===== src/rtl/led_scan_ctrl.sv =====
// led_scan_ctrl
//   Scan controller for a common-anode multi-digit 7-segment display.
//   Holds a double-buffered hex value (shadow -> active) and lights one digit
//   per refresh slot. Each slot starts with BLANK dead-time cycles in which
//   every digit is off. New data is applied only at the frame boundary, so a
//   frame never mixes old and new digits.
//
// Parameters
//   DIGITS : number of scanned digits (2..8)
//   DIV    : clock cycles per digit slot (>= 4)
//   BLANK  : dead-time cycles at the start of each slot (1..DIV-2)
//
// Ports
//   clk        in   system clock, rising edge
//   reset      in   synchronous active-high reset
//   value      in   4*DIGITS hex nibbles, digit 0 in value[3:0]
//   dp         in   per-digit decimal point request, active-high
//   load       in   one-cycle strobe capturing value/dp
//   blank_lz   in   leading-zero blanking enable, sampled every cycle
//   bcd        out  nibble of the current digit, to the segment decoder
//   digit_en   out  digit anode enables, active-low
//   dp_n       out  decimal point, active-low
//   pending    out  shadow holds data not yet applied
//   frame_tick out  one-cycle pulse marking the start of a new frame
module led_scan_ctrl #(
  parameter int unsigned DIGITS = 4,
  parameter int unsigned DIV    = 50000,
  parameter int unsigned BLANK  = 16
) (
  input  logic                  clk,
  input  logic                  reset,
  input  logic [4*DIGITS-1:0]   value,
  input  logic [DIGITS-1:0]     dp,
  input  logic                  load,
  input  logic                  blank_lz,
  output logic [3:0]            bcd,
  output logic [DIGITS-1:0]     digit_en,
  output logic                  dp_n,
  output logic                  pending,
  output logic                  frame_tick
);

  localparam int unsigned PW = $clog2(DIV);
  localparam int unsigned IW = $clog2(DIGITS);

  localparam logic [PW-1:0] PCNT_LAST = PW'(DIV - 1);
  localparam logic [PW-1:0] PCNT_LIT  = PW'(BLANK);
  localparam logic [IW-1:0] IDX_LAST  = IW'(DIGITS - 1);

  // Scan counters
  logic [PW-1:0] pcnt;
  logic [IW-1:0] idx;

  // Double buffer
  logic [4*DIGITS-1:0] shadow_val;
  logic [DIGITS-1:0]   shadow_dp;
  logic [4*DIGITS-1:0] active_val;
  logic [DIGITS-1:0]   active_dp;

  // Boundary seen last cycle; frame_tick follows one cycle later so that it
  // lines up with the first registered output of digit 0.
  logic tick_arm;

  logic slot_end;
  logic boundary;

  assign slot_end = (pcnt == PCNT_LAST);
  assign boundary = slot_end && (idx == IDX_LAST);

  // ---------------------------------------------------------------------------
  // Prescaler and digit index
  // ---------------------------------------------------------------------------
  always_ff @(posedge clk) begin
    if (reset) begin
      pcnt <= '0;
      idx  <= '0;
    end else if (slot_end) begin
      pcnt <= '0;
      idx  <= (idx == IDX_LAST) ? '0 : idx + IW'(1);
    end else begin
      pcnt <= pcnt + PW'(1);
    end
  end

  // ---------------------------------------------------------------------------
  // Shadow / active buffers
  // A load landing exactly on the boundary bypasses the shadow stage so the
  // data shows in the very next frame and pending never rises.
  // ---------------------------------------------------------------------------
  always_ff @(posedge clk) begin
    if (reset) begin
      shadow_val <= '0;
      shadow_dp  <= '0;
      active_val <= '0;
      active_dp  <= '0;
      pending    <= 1'b0;
    end else if (boundary) begin
      if (load) begin
        shadow_val <= value;
        shadow_dp  <= dp;
        active_val <= value;
        active_dp  <= dp;
        pending    <= 1'b0;
      end else if (pending) begin
        active_val <= shadow_val;
        active_dp  <= shadow_dp;
        pending    <= 1'b0;
      end
    end else if (load) begin
      shadow_val <= value;
      shadow_dp  <= dp;
      pending    <= 1'b1;
    end
  end

  // ---------------------------------------------------------------------------
  // Leading-zero mask: walk from the most significant nibble downwards; a
  // digit is dark while every nibble at or above it is zero. Digit 0 is
  // never masked.
  // ---------------------------------------------------------------------------
  logic [DIGITS-1:0] lz_dark;

  always_comb begin
    logic zero_run;
    lz_dark  = '0;
    zero_run = 1'b1;
    for (int unsigned k = 0; k < DIGITS; k++) begin
      zero_run = zero_run && (active_val[4*(DIGITS-1-k) +: 4] == 4'h0);
      if (k < DIGITS - 1) begin
        lz_dark[DIGITS-1-k] = zero_run && blank_lz;
      end
    end
  end

  // ---------------------------------------------------------------------------
  // Current-digit selection
  // ---------------------------------------------------------------------------
  logic [3:0] cur_nib;
  logic       cur_dp;
  logic       cur_dark;

  always_comb begin
    cur_nib  = '0;
    cur_dp   = 1'b0;
    cur_dark = 1'b0;
    for (int unsigned k = 0; k < DIGITS; k++) begin
      if (idx == IW'(k)) begin
        cur_nib  = active_val[4*k +: 4];
        cur_dp   = active_dp[k];
        cur_dark = lz_dark[k];
      end
    end
  end

  logic              lit;
  logic [DIGITS-1:0] en_lit;

  assign lit    = (pcnt >= PCNT_LIT) && !cur_dark;
  assign en_lit = ~(DIGITS'(1) << idx);

  // ---------------------------------------------------------------------------
  // Registered outputs
  // ---------------------------------------------------------------------------
  always_ff @(posedge clk) begin
    if (reset) begin
      bcd        <= '0;
      digit_en   <= '1;
      dp_n       <= 1'b1;
      tick_arm   <= 1'b0;
      frame_tick <= 1'b0;
    end else begin
      bcd        <= cur_nib;
      digit_en   <= lit ? en_lit : '1;
      dp_n       <= lit ? ~cur_dp : 1'b1;
      tick_arm   <= boundary;
      frame_tick <= tick_arm;
    end
  end

endmodule


===== config.mk =====
export PLATFORM = sky130hd
export DESIGN_NAME = led_scan_ctrl
export DESIGN_NICKNAME = d
export VERILOG_FILES = /design/src/rtl/led_scan_ctrl.sv
export SDC_FILE = /design/constraint.sdc
export NUM_CORES = 1
export LEC_CHECK = 0
export ABC_AREA = 1
export BUFFER_PORTS_ARGS = -buffer_cell sky130_fd_sc_hd__buf_2
export CORE_MARGIN = 5
export CORE_UTILIZATION = 35
export DETAILED_ROUTE_END_ITERATION = 12
export SETUP_SLACK_MARGIN = 0.05
export SLEW_MARGIN = 20
export SYNTH_ARGS = -nofsm -noshare
export SYNTH_HDL_FRONTEND = slang
export SYNTH_SLANG_ARGS = --single-unit

===== constraint.sdc =====
create_clock -name clk -period 3.4 [get_ports clk]
set_input_delay 0.68 -clock clk [delete_from_list [all_inputs] [get_ports clk]]
set_output_delay 0.68 -clock clk [all_outputs]
set_load 0.005 [all_outputs]

Word level (Yosys, flattened, before mapping)
Index checks and enable logic that the tools add are counted.
{"block": "word_totals", "register_bits": 70, "elab_cells": 56, "out_inout_bits": 11}
{"block": "classes", "eq_ne": 4, "addsub": 2, "muxes": 16, "magnitude_cmp": 1, "shift": 1, "bitwise_logic": 3, "n_reduce_logical": 17}
{"cell": "two-way mux 16 bit", "n": 2}
{"cell": "two-way mux 4 bit", "n": 6}
{"cell": "adder 16 x 1 -> 16 bit, second input constant", "n": 1}
{"cell": "equality test 16 bit, second input constant", "n": 1}
{"cell": "greater-or-equal comparator 16 x 5 -> 1 bit, second input constant", "n": 1}
{"cell": "logical NOT 4 bit", "n": 3}
{"cell": "logical AND 1 bit", "n": 7}
{"cell": "two-way mux 1 bit", "n": 7}
{"cell": "OR reduction 2 bit", "n": 3}
{"cell": "equality test 2 bit, second input constant", "n": 2}
{"cell": "inverter 4 bit", "n": 1}
{"cell": "left shift 1 x 2 -> 4 bit, first input constant", "n": 1}
{"cell": "adder 2 x 1 -> 2 bit, second input constant", "n": 1}
{"cell": "equality test 2 x 1 -> 1 bit, second input constant", "n": 1}
{"cell": "logical NOT 2 bit", "n": 1}
{"cell": "two-way mux 2 bit", "n": 1}
{"cell": "inverter 1 bit", "n": 2}
{"cell": "AND reduction 2 bit", "n": 1}
{"cell": "nonzero test 2 bit", "n": 1}
{"cell": "logical NOT 1 bit", "n": 1}

Longest topological paths before layout
Gate-level depths: netlist (run 1).
{"block": "depth", "depth_word": 11, "depth_mapped": 9, "ltp_nobuf": 8}

Worst setup path after synthesis (run 1)
No wires, ideal clock.
{"block": "synth_timing", "path_kind": "input -> register", "start": "input reset", "end": "register pcnt[10]", "setup_slack_ns": 1.856, "cell_stages": 5, "t_arrival_ns": 1.423, "setup_ns": 0.122, "path_buffers": 2, "path_cell_list": "clkbuf_1 clkinv_1 nand2_2 buf_4 a21oi_1"}
{"block": "synth_via", "elab_chain_len": 1}
{"item": "start, declared", "line": "31", "source": "input logic reset,"}
{"item": "OR reduction 2 bit (no line)"}
{"item": "end signal, assigned", "line": "81", "source": "pcnt <= pcnt + PW'(1);"}
{"item": "end, declared", "line": "51", "source": "logic [PW-1:0] pcnt;"}
Every way passes these cells.
A chain may end at the register's enable or synchronous reset.

Final worst setup path (run 1)
{"block": "layout_timing", "start": "input load", "end": "register active_val[5]"}
{"block": "layout_via", "elab_chain_len": 2}
{"item": "start, declared", "line": "34", "source": "input logic load,"}
{"item": "nonzero test 2 bit (no line)"}
{"item": "AND reduction 2 bit (no line)"}
{"item": "end signal, assigned", "line": "101", "source": "active_val <= value;"}
{"item": "end signal, assigned", "line": "105", "source": "active_val <= shadow_val;"}
{"item": "end, declared", "line": "57", "source": "logic [4*DIGITS-1:0] active_val;"}
Parallel ways exist; a longest one is shown, timed or not.

==> metrics.txt, run 1 <==
# TYPE chip_impl_metric gauge
chip_impl_metric{name="place.port_buffers",unit=""} 34
chip_impl_metric{name="post_synth_inst_count",unit=""} 449
chip_impl_metric{name="syn_area_per_cell",unit="um2"} 7.17
chip_impl_metric{name="route.detailed.drc",unit=""} 0
chip_impl_metric{name="irDropWorstVdd",unit="mV"} 0.300
chip_impl_info{name="status",value="finished clean"} 1
chip_impl_metric{name="final_period_minus_worst_setup_slack",unit="ns"} 2.10
chip_impl_info{name="yosysTopAreaCell",value="dfxtp_1"} 1
chip_impl_metric{name="switching_part_of_the_total_power",unit="%"} 24.3
chip_impl_metric{name="synth_cell_types",unit=""} 31
chip_impl_info{name="critPathKind",value="input port to flip-flop"} 1
chip_impl_metric{name="route.final.wire_length",unit="um"} 7090
chip_impl_metric{name="grt_remaining_overflow",unit=""} 0
chip_impl_metric{name="worst_r2r_setup_slack",unit="ns"} 1.44
chip_impl_metric{name="synth_seq_area_share",unit="%"} 43.5
chip_impl_metric{name="drive_gt1_share",unit="%"} 18.7
chip_impl_metric{name="final_max_slew_viol_count",unit=""} 0
chip_impl_metric{name="row_count",unit=""} 35
chip_impl_metric{name="dpl-instance-area",unit="mm2"} 0.00344
chip_impl_metric{name="logic_gate_share_of_total_power",unit="%"} 5.6
chip_impl_metric{name="worst-endpoint-arrival",unit="ns"} 2.39
chip_impl_metric{name="wire_length_of_the_first_global_routing_pass",unit="um"} 12100
chip_impl_metric{name="areaGrowthSynthToFinish",unit="%"} 13.3
chip_impl_metric{name="yosys_register_bits",unit=""} 70
chip_impl_metric{name="pwr-share-seq",unit="%"} 51.7
chip_impl_metric{name="final_design_area_no_fill",unit="mm2"} 0.00364
chip_impl_metric{name="setup_tns",unit="ns"} 0
chip_impl_metric{name="max_cap_viol_count",unit=""} 0
chip_impl_metric{name="clock_insertion_delay_worst_skew",unit="ns"} 0.35
chip_impl_metric{name="post_cts.repair.setup_buffers",unit=""} 0
chip_impl_metric{name="power.static_leakage",unit="nW"} 1.53
chip_impl_metric{name="worst_slew_margin_rel",unit="%"} 61.2
chip_impl_metric{name="cts-buffers-inserted",unit=""} 9
chip_impl_metric{name="postSynthNetCount",unit=""} 479
chip_impl_metric{name="worst-path-buf-inv",unit=""} 3
chip_impl_metric{name="fmax",unit="MHz"} 476
chip_impl_metric{name="clkTransAtPathRegs",unit="ns"} 0.08
chip_impl_info{name="cell_breakdown_of_the_critical_path",value="buf_2 -> nor2_1 -> inv_1 -> nand4_2 -> nand2_1 -> inv_1 -> nor2_1"} 1
chip_impl_metric{name="clock_sink_count",unit=""} 70
chip_impl_metric{name="initial_utilization",unit="%"} 35.3
chip_impl_info{name="cts_tree",value="built"} 1
chip_impl_info{name="synth_top_cells_by_count",value="dfxtp_1, nand2_1, inv_1"} 1
chip_impl_metric{name="hold_slack",unit="ns"} 0.407
chip_impl_metric{name="die_w",unit="um"} 106
chip_impl_info{name="synthTopCellsByArea",value="dfxtp_1, nand2_1, inv_1"} 1
chip_impl_metric{name="max_slew.worst_pin.slew",unit="ns"} 0.582
chip_impl_metric{name="min_period_over_period",unit="%"} 61.7
chip_impl_metric{name="clkPwrFrac",unit="%"} 42.7
chip_impl_metric{name="number_of_antenna_violations_at_the_first_check_in_global_routing",unit=""} 0
chip_impl_metric{name="synth_top_area_share",unit="%"} 43.5
chip_impl_info{name="critical_path.top_delay_family",value="simple AND/OR/NAND/NOR gates"} 1
chip_impl_metric{name="maximum_number_of_pins_on_one_net_before_global_route_repair",unit=""} 25
chip_impl_info{name="slowest_stage",value="nand4_2"} 1
chip_impl_metric{name="hold_violations",unit=""} 0
chip_impl_metric{name="antenna-diode-count",unit=""} 0
chip_impl_metric{name="drtPass1Iterations",unit=""} 4
chip_impl_metric{name="first_global_vias",unit=""} 2655
chip_impl_metric{name="worst-path-max-fanout",unit=""} 22
chip_impl_metric{name="required",unit="ns"} 3.69
chip_impl_metric{name="track_usage",unit="%"} 13.3
chip_impl_metric{name="final_antenna_net_count",unit=""} 0
chip_impl_metric{name="finalWeightedCongestion",unit=""} 0.868
chip_impl_metric{name="cts_hold_buf",unit=""} 0
chip_impl_info{name="critical_path.startpoint_type",value="input port"} 1
chip_impl_metric{name="synth_enable_flop_cells",unit=""} 0
chip_impl_metric{name="nets",unit=""} 507
chip_impl_metric{name="wl_per_cell",unit="um"} 12.0
chip_impl_metric{name="max-clock-path-buffers",unit=""} 2
chip_impl_metric{name="pwr_density_cell",unit="mW/mm2"} 449
chip_impl_metric{name="final.setup_skew",unit="ns"} 0.00724
chip_impl_metric{name="core_area",unit="mm2"} 0.00911
chip_impl_metric{name="synth-warning-count",unit=""} 0
chip_impl_metric{name="vias",unit=""} 2790
chip_impl_metric{name="drt_first_iter_violations",unit=""} 132
chip_impl_metric{name="die_h",unit="um"} 106
chip_impl_metric{name="cts-resized-gates",unit=""} 0
chip_impl_info{name="min-delay-path-class",value="flip-flop to flip-flop"} 1
chip_impl_metric{name="die-area",unit="mm2"} 0.0112
chip_impl_metric{name="final_critical_path_setup_slack",unit="ns"} 1.30
chip_impl_info{name="critPathCaptureType",value="flip-flop"} 1
chip_impl_metric{name="fillCellCount",unit=""} 983
chip_impl_metric{name="routed_via_density",unit=""} 4.70
chip_impl_info{name="grt_setup_unrepaired",value="false"} 1
chip_impl_metric{name="detailedPlace.worstSlack",unit="ns"} 0.905
chip_impl_metric{name="setup-violations-final",unit=""} 0
chip_impl_metric{name="synth-async-reset-ratio",unit="%"} 0
chip_impl_metric{name="ios",unit=""} 35
chip_impl_info{name="postSynth.topFlopCell",value="dfxtp_1"} 1
chip_impl_metric{name="post-dp-hpwl",unit="um"} 5150
chip_impl_metric{name="clock_tree.htree_level_count",unit=""} 3
chip_impl_metric{name="post_synth_instance_area",unit="mm2"} 0.00322
chip_impl_info{name="ctsRootBufferMaster",value="clkbuf_8"} 1
chip_impl_metric{name="p_int",unit="W"} 0.00124
chip_impl_metric{name="largest_stage_delay_on_the_critical_path",unit="ns"} 0.53
chip_impl_metric{name="total_switching_power",unit="W"} 0.000398
==> layout make-up <==
class | count | area (um2) | share of cell area (%)
multi-input combinational | 289 | 1440 | 39.6
inverter | 70 | 263 | 7.21
sequential | 70 | 1400 | 38.4
clock inverter | 6 | 68.8 | 1.89
timing repair buffer | 37 | 193 | 5.29
tap | 111 | 139 | 3.81
clock buffer | 10 | 138 | 3.78
==> tightest hold or removal path: cells and delay by family (launching register included) <==
kind,cells,cell delay [ns]
buffers and inverters,1,0.04
AND/OR/NAND/NOR,1,0.03
flip-flops,1,0.31
==> metal layers <==
metal  GRT usage (%)  up-vias  wire [um]
met4            7.31        0        162
met5               0        -          0
li1                -     1485          -
met2            19.4       71       3050
met1            18.5     1219       3550
met3            2.37       15        338
==> layout by cell type, fill, tap and decap left out, types with 3 or more instances in the layout <==
cell type	instances
ha_1	6
nand3_1	20
nor3_1	6
nor2_2	4
nor2_1	62
clkbuf_8	10
dfxtp_1	70
nand4_1	26
buf_4	3
or2_2	20
buf_2	34
nand2_2	8
inv_1	67
o21ai_0	33
nand2_1	70
a21oi_1	22
==> state kept, by name, summed over array words and instances, names as in the netlist <==
signal      cells
bcd             4
shadow_val     16
pending         1
pcnt           16
shadow_dp       4
active_val     16
tick_arm        1
idx             2
active_dp       4
frame_tick      1
dp_n            1
digit_en        4
==> cells by family (layout without fill, tap and decap cells) <==
logic type	after synthesis	count (layout)	share of synthesized area, %
flip-flops	70	70	43.5
XOR/XNOR	2	2	0.544
buffers and inverters	90	123	11.6
AO/OA/AOI/OAI	59	59	9.41
adder cells (fa/ha/maj)	6	6	2.33
AND/OR/NAND/NOR	222	222	32.5
==> worst paths after layout <==
| check | from | endpoint | depth (start not counted) |
|---|---|---|---|
| max | load | active_val[5] | 7 |
| min | tick_arm | frame_tick | 2 |
| max reg2reg | idx[1] | active_val[5] | 6 |
| min reg2reg | tick_arm | frame_tick | 2 |
==> power groups by stage <==
stage / logic, W / clock network (W) / registers (W)
final: 0.0000915 / 0.000699 / 0.000846
after global routing: 0.000105 / 0.000747 / 0.000848
after CTS: 0.0000927 / 0.000720 / 0.000846
after detailed placement: 0.0000924 / 0 / 0.000865
after global placement: 0.0000903 / 0 / 0.000865
after floorplan: 0.0000639 / 0 / 0.000863
==> metrics by stage <==
stage,power [W],cells,util [%]
floorplan,0.000927,449,-
finish,0.00164,593,40.0
CTS,0.00166,593,40.0
global placement,0.000955,577,37.7
global route,0.00170,593,40.0
detailed placement,0.000958,577,37.7
No activity file was read; power rests on OpenSTA's default activity.
==> run 2, diff against run 1 <==
Clock period 3.4 ns to 2.1 ns, I/O delays scaled along.
==> metrics.txt, run 2 (synthesis gave the netlist of run 1 again) <==
# TYPE chip_impl_metric gauge
chip_impl_metric{name="max_slew.worst_pin.slew",unit="ns"} 0.567
chip_impl_info{name="cts_tree",value="built"} 1
chip_impl_metric{name="drtPass1Iterations",unit=""} 4
chip_impl_metric{name="setup-violations-final",unit=""} 0
chip_impl_metric{name="fillCellCount",unit=""} 999
chip_impl_metric{name="post_cts.repair.setup_buffers",unit=""} 0
chip_impl_metric{name="power.static_leakage",unit="nW"} 1.52
chip_impl_info{name="grt_setup_unrepaired",value="false"} 1
chip_impl_metric{name="detailroute.wirelength.met2",unit="um"} 2970
chip_impl_metric{name="multi_input_area",unit="mm2"} 0.00144
chip_impl_metric{name="post-route-util",unit="%"} 39.6
chip_impl_metric{name="routed_via_density",unit=""} 4.60
chip_impl_metric{name="final_antenna_net_count",unit=""} 0
chip_impl_metric{name="track_usage",unit="%"} 13.5
chip_impl_metric{name="pwr_density_cell",unit="mW/mm2"} 668
chip_impl_metric{name="clock_tree.htree_level_count",unit=""} 3
chip_impl_metric{name="areaGrowthSynthToFinish",unit="%"} 12.2
chip_impl_metric{name="route.final.wire_length",unit="um"} 6920
chip_impl_metric{name="wl_met3",unit="um"} 296
chip_impl_metric{name="clock_sink_count",unit=""} 70
chip_impl_metric{name="nets",unit=""} 510
chip_impl_metric{name="finalWeightedCongestion",unit=""} 0.834
chip_impl_metric{name="required",unit="ns"} 2.34
chip_impl_metric{name="cts-resized-gates",unit=""} 0
chip_impl_metric{name="power",unit="W"} 0.00241
chip_impl_metric{name="maximum_number_of_pins_on_one_net_before_global_route_repair",unit=""} 25
chip_impl_metric{name="die_h",unit="um"} 106
chip_impl_info{name="critical_path.startpoint_type",value="flip-flop"} 1
chip_impl_metric{name="die-area",unit="mm2"} 0.0112
chip_impl_metric{name="cts-buffers-inserted",unit=""} 9
chip_impl_metric{name="final_period_minus_worst_setup_slack",unit="ns"} 1.80
chip_impl_metric{name="hold_violations",unit=""} 0
chip_impl_metric{name="row_count",unit=""} 35
chip_impl_metric{name="drive_gt1_share",unit="%"} 18.2
chip_impl_metric{name="die_w",unit="um"} 106
chip_impl_metric{name="cts_hold_buf",unit=""} 0
chip_impl_metric{name="wl_per_cell",unit="um"} 11.6
chip_impl_metric{name="hold_slack",unit="ns"} 0.375
chip_impl_info{name="top_layer",value="met4"} 1
chip_impl_metric{name="irDropWorstVdd",unit="mV"} 0.420
chip_impl_metric{name="vias",unit=""} 2738
chip_impl_metric{name="grt_remaining_overflow",unit=""} 0
chip_impl_metric{name="ios",unit=""} 35
chip_impl_info{name="critPathCaptureType",value="flip-flop"} 1
chip_impl_metric{name="instances_no_fill",unit=""} 595
chip_impl_metric{name="final_max_slew_viol_count",unit=""} 0
chip_impl_metric{name="number_of_antenna_violations_at_the_first_check_in_global_routing",unit=""} 0
chip_impl_metric{name="detail_route.wirelength.met1",unit="um"} 3580
chip_impl_info{name="layout_common_cells",value="nand2_1, dfxtp_1, inv_1"} 1
chip_impl_metric{name="wire_length_of_the_first_global_routing_pass",unit="um"} 12400
chip_impl_metric{name="post-dp-hpwl",unit="um"} 5150
chip_impl_metric{name="ff_latch_area",unit="mm2"} 0.00140
chip_impl_metric{name="core_area",unit="mm2"} 0.00911
chip_impl_metric{name="max-clock-path-buffers",unit=""} 2
chip_impl_metric{name="drt_first_iter_violations",unit=""} 103
chip_impl_metric{name="worst_slew_margin_rel",unit="%"} 62.1
chip_impl_metric{name="clock_insertion_delay_worst_skew",unit="ns"} 0.35
chip_impl_metric{name="antenna-diode-count",unit=""} 0
chip_impl_metric{name="clkTransAtPathRegs",unit="ns"} 0.07
chip_impl_metric{name="place.port_buffers",unit=""} 34
chip_impl_metric{name="worst-path-max-fanout",unit=""} 22
chip_impl_metric{name="min_period_over_period",unit="%"} 85.6
chip_impl_metric{name="initial_utilization",unit="%"} 35.3
chip_impl_metric{name="first_global_vias",unit=""} 2663
chip_impl_info{name="critPathKind",value="flip-flop to flip-flop"} 1
chip_impl_info{name="reg.largest.list",value="active_val: 16 flops, pcnt: 16 flops, shadow_val: 16 flops"} 1
chip_impl_metric{name="worst-endpoint-arrival",unit="ns"} 2.04
chip_impl_metric{name="fmax",unit="MHz"} 557
chip_impl_metric{name="post-place-cells",unit=""} 580
chip_impl_info{name="status",value="finished clean"} 1
chip_impl_metric{name="setup_tns",unit="ns"} 0
chip_impl_metric{name="route.detailed.drc",unit=""} 0
chip_impl_info{name="ctsRootBufferMaster",value="clkbuf_8"} 1
chip_impl_info{name="min-delay-path-class",value="input port to flip-flop"} 1
chip_impl_metric{name="final.setup_skew",unit="ns"} 0.0141
chip_impl_metric{name="max_cap_viol_count",unit=""} 0
==> run 2: cell types whose count changed in the layout (fill, tap and decap cells not counted) <==
cell / previous run / this run
clkbuf_8: 10 / 9
clkinv_2: 1 / 2
clkinvlp_4: 1 / 0
clkbuf_1: 0 / 4
bufinv_16: 1 / 0
buf_4: 3 / 6
clkinv_4: 2 / 0
inv_6: 1 / 0
==> run 2: critical path: stages (launching register included) <==
cell and delay [ns]:
dfxtp_1 0.39, ha_1 0.22, nand3_2 0.12, inv_2 0.11, nand2_2 0.07, nor2_4 0.42, nand4_1 0.20, nand2_1 0.12
nor2_1 0.04
==> run 2: power by group <==
group / leakage, nW / internal (W) / switching (W)
registers: 0.570 / 0.00136 / 0.0000107
logic: 0.871 / 0.0000629 / 0.0000883
clock network: 0.0773 / 0.000420 / 0.000472
total: 1.52 / 0.00184 / 0.000571
==> run 2: per-layer routing <==
layer	vias up	track usage (%)
li1	1480	-
met1	1203	17.6
met2	49	21.2
met3	6	4.01
met4	0	4.63
met5	-	0
==> run 2: final timing paths <==
kind / start / endpoint / slack, ns / cells past startpoint
setup / recovery: pcnt[0] / active_val[8] / 0.30 / 8
hold / removal: value[11] / shadow_val[11] / 0.38 / 3
setup reg to reg: pcnt[0] / active_val[8] / 0.30 / 8
hold reg to reg: tick_arm / frame_tick / 0.40 / 2
==> run 2: cell type report <==
| type | instances | area share, % |
|---|---|---|
| Clock buffer | 13 | 3.85 |
| Inverter | 70 | 7.28 |
| Tap cell | 111 | 3.85 |
| Multi-Input combinational cell | 289 | 40.0 |
| Timing Repair Buffer | 40 | 5.96 |
| Clock inverter | 2 | 0.277 |
| Sequential cell | 70 | 38.8 |
==> run 2: metrics by stage <==
stage          instance area (um2)  setup slack [ns]
3_3_place_gp                  3460             0.326
4_1_cts                       3610             0.271
3_5_place_dp                  3460             0.281
2_1_floorplan                 3220             0.690
6_report                      3610             0.303
5_1_grt                       3610            0.0600
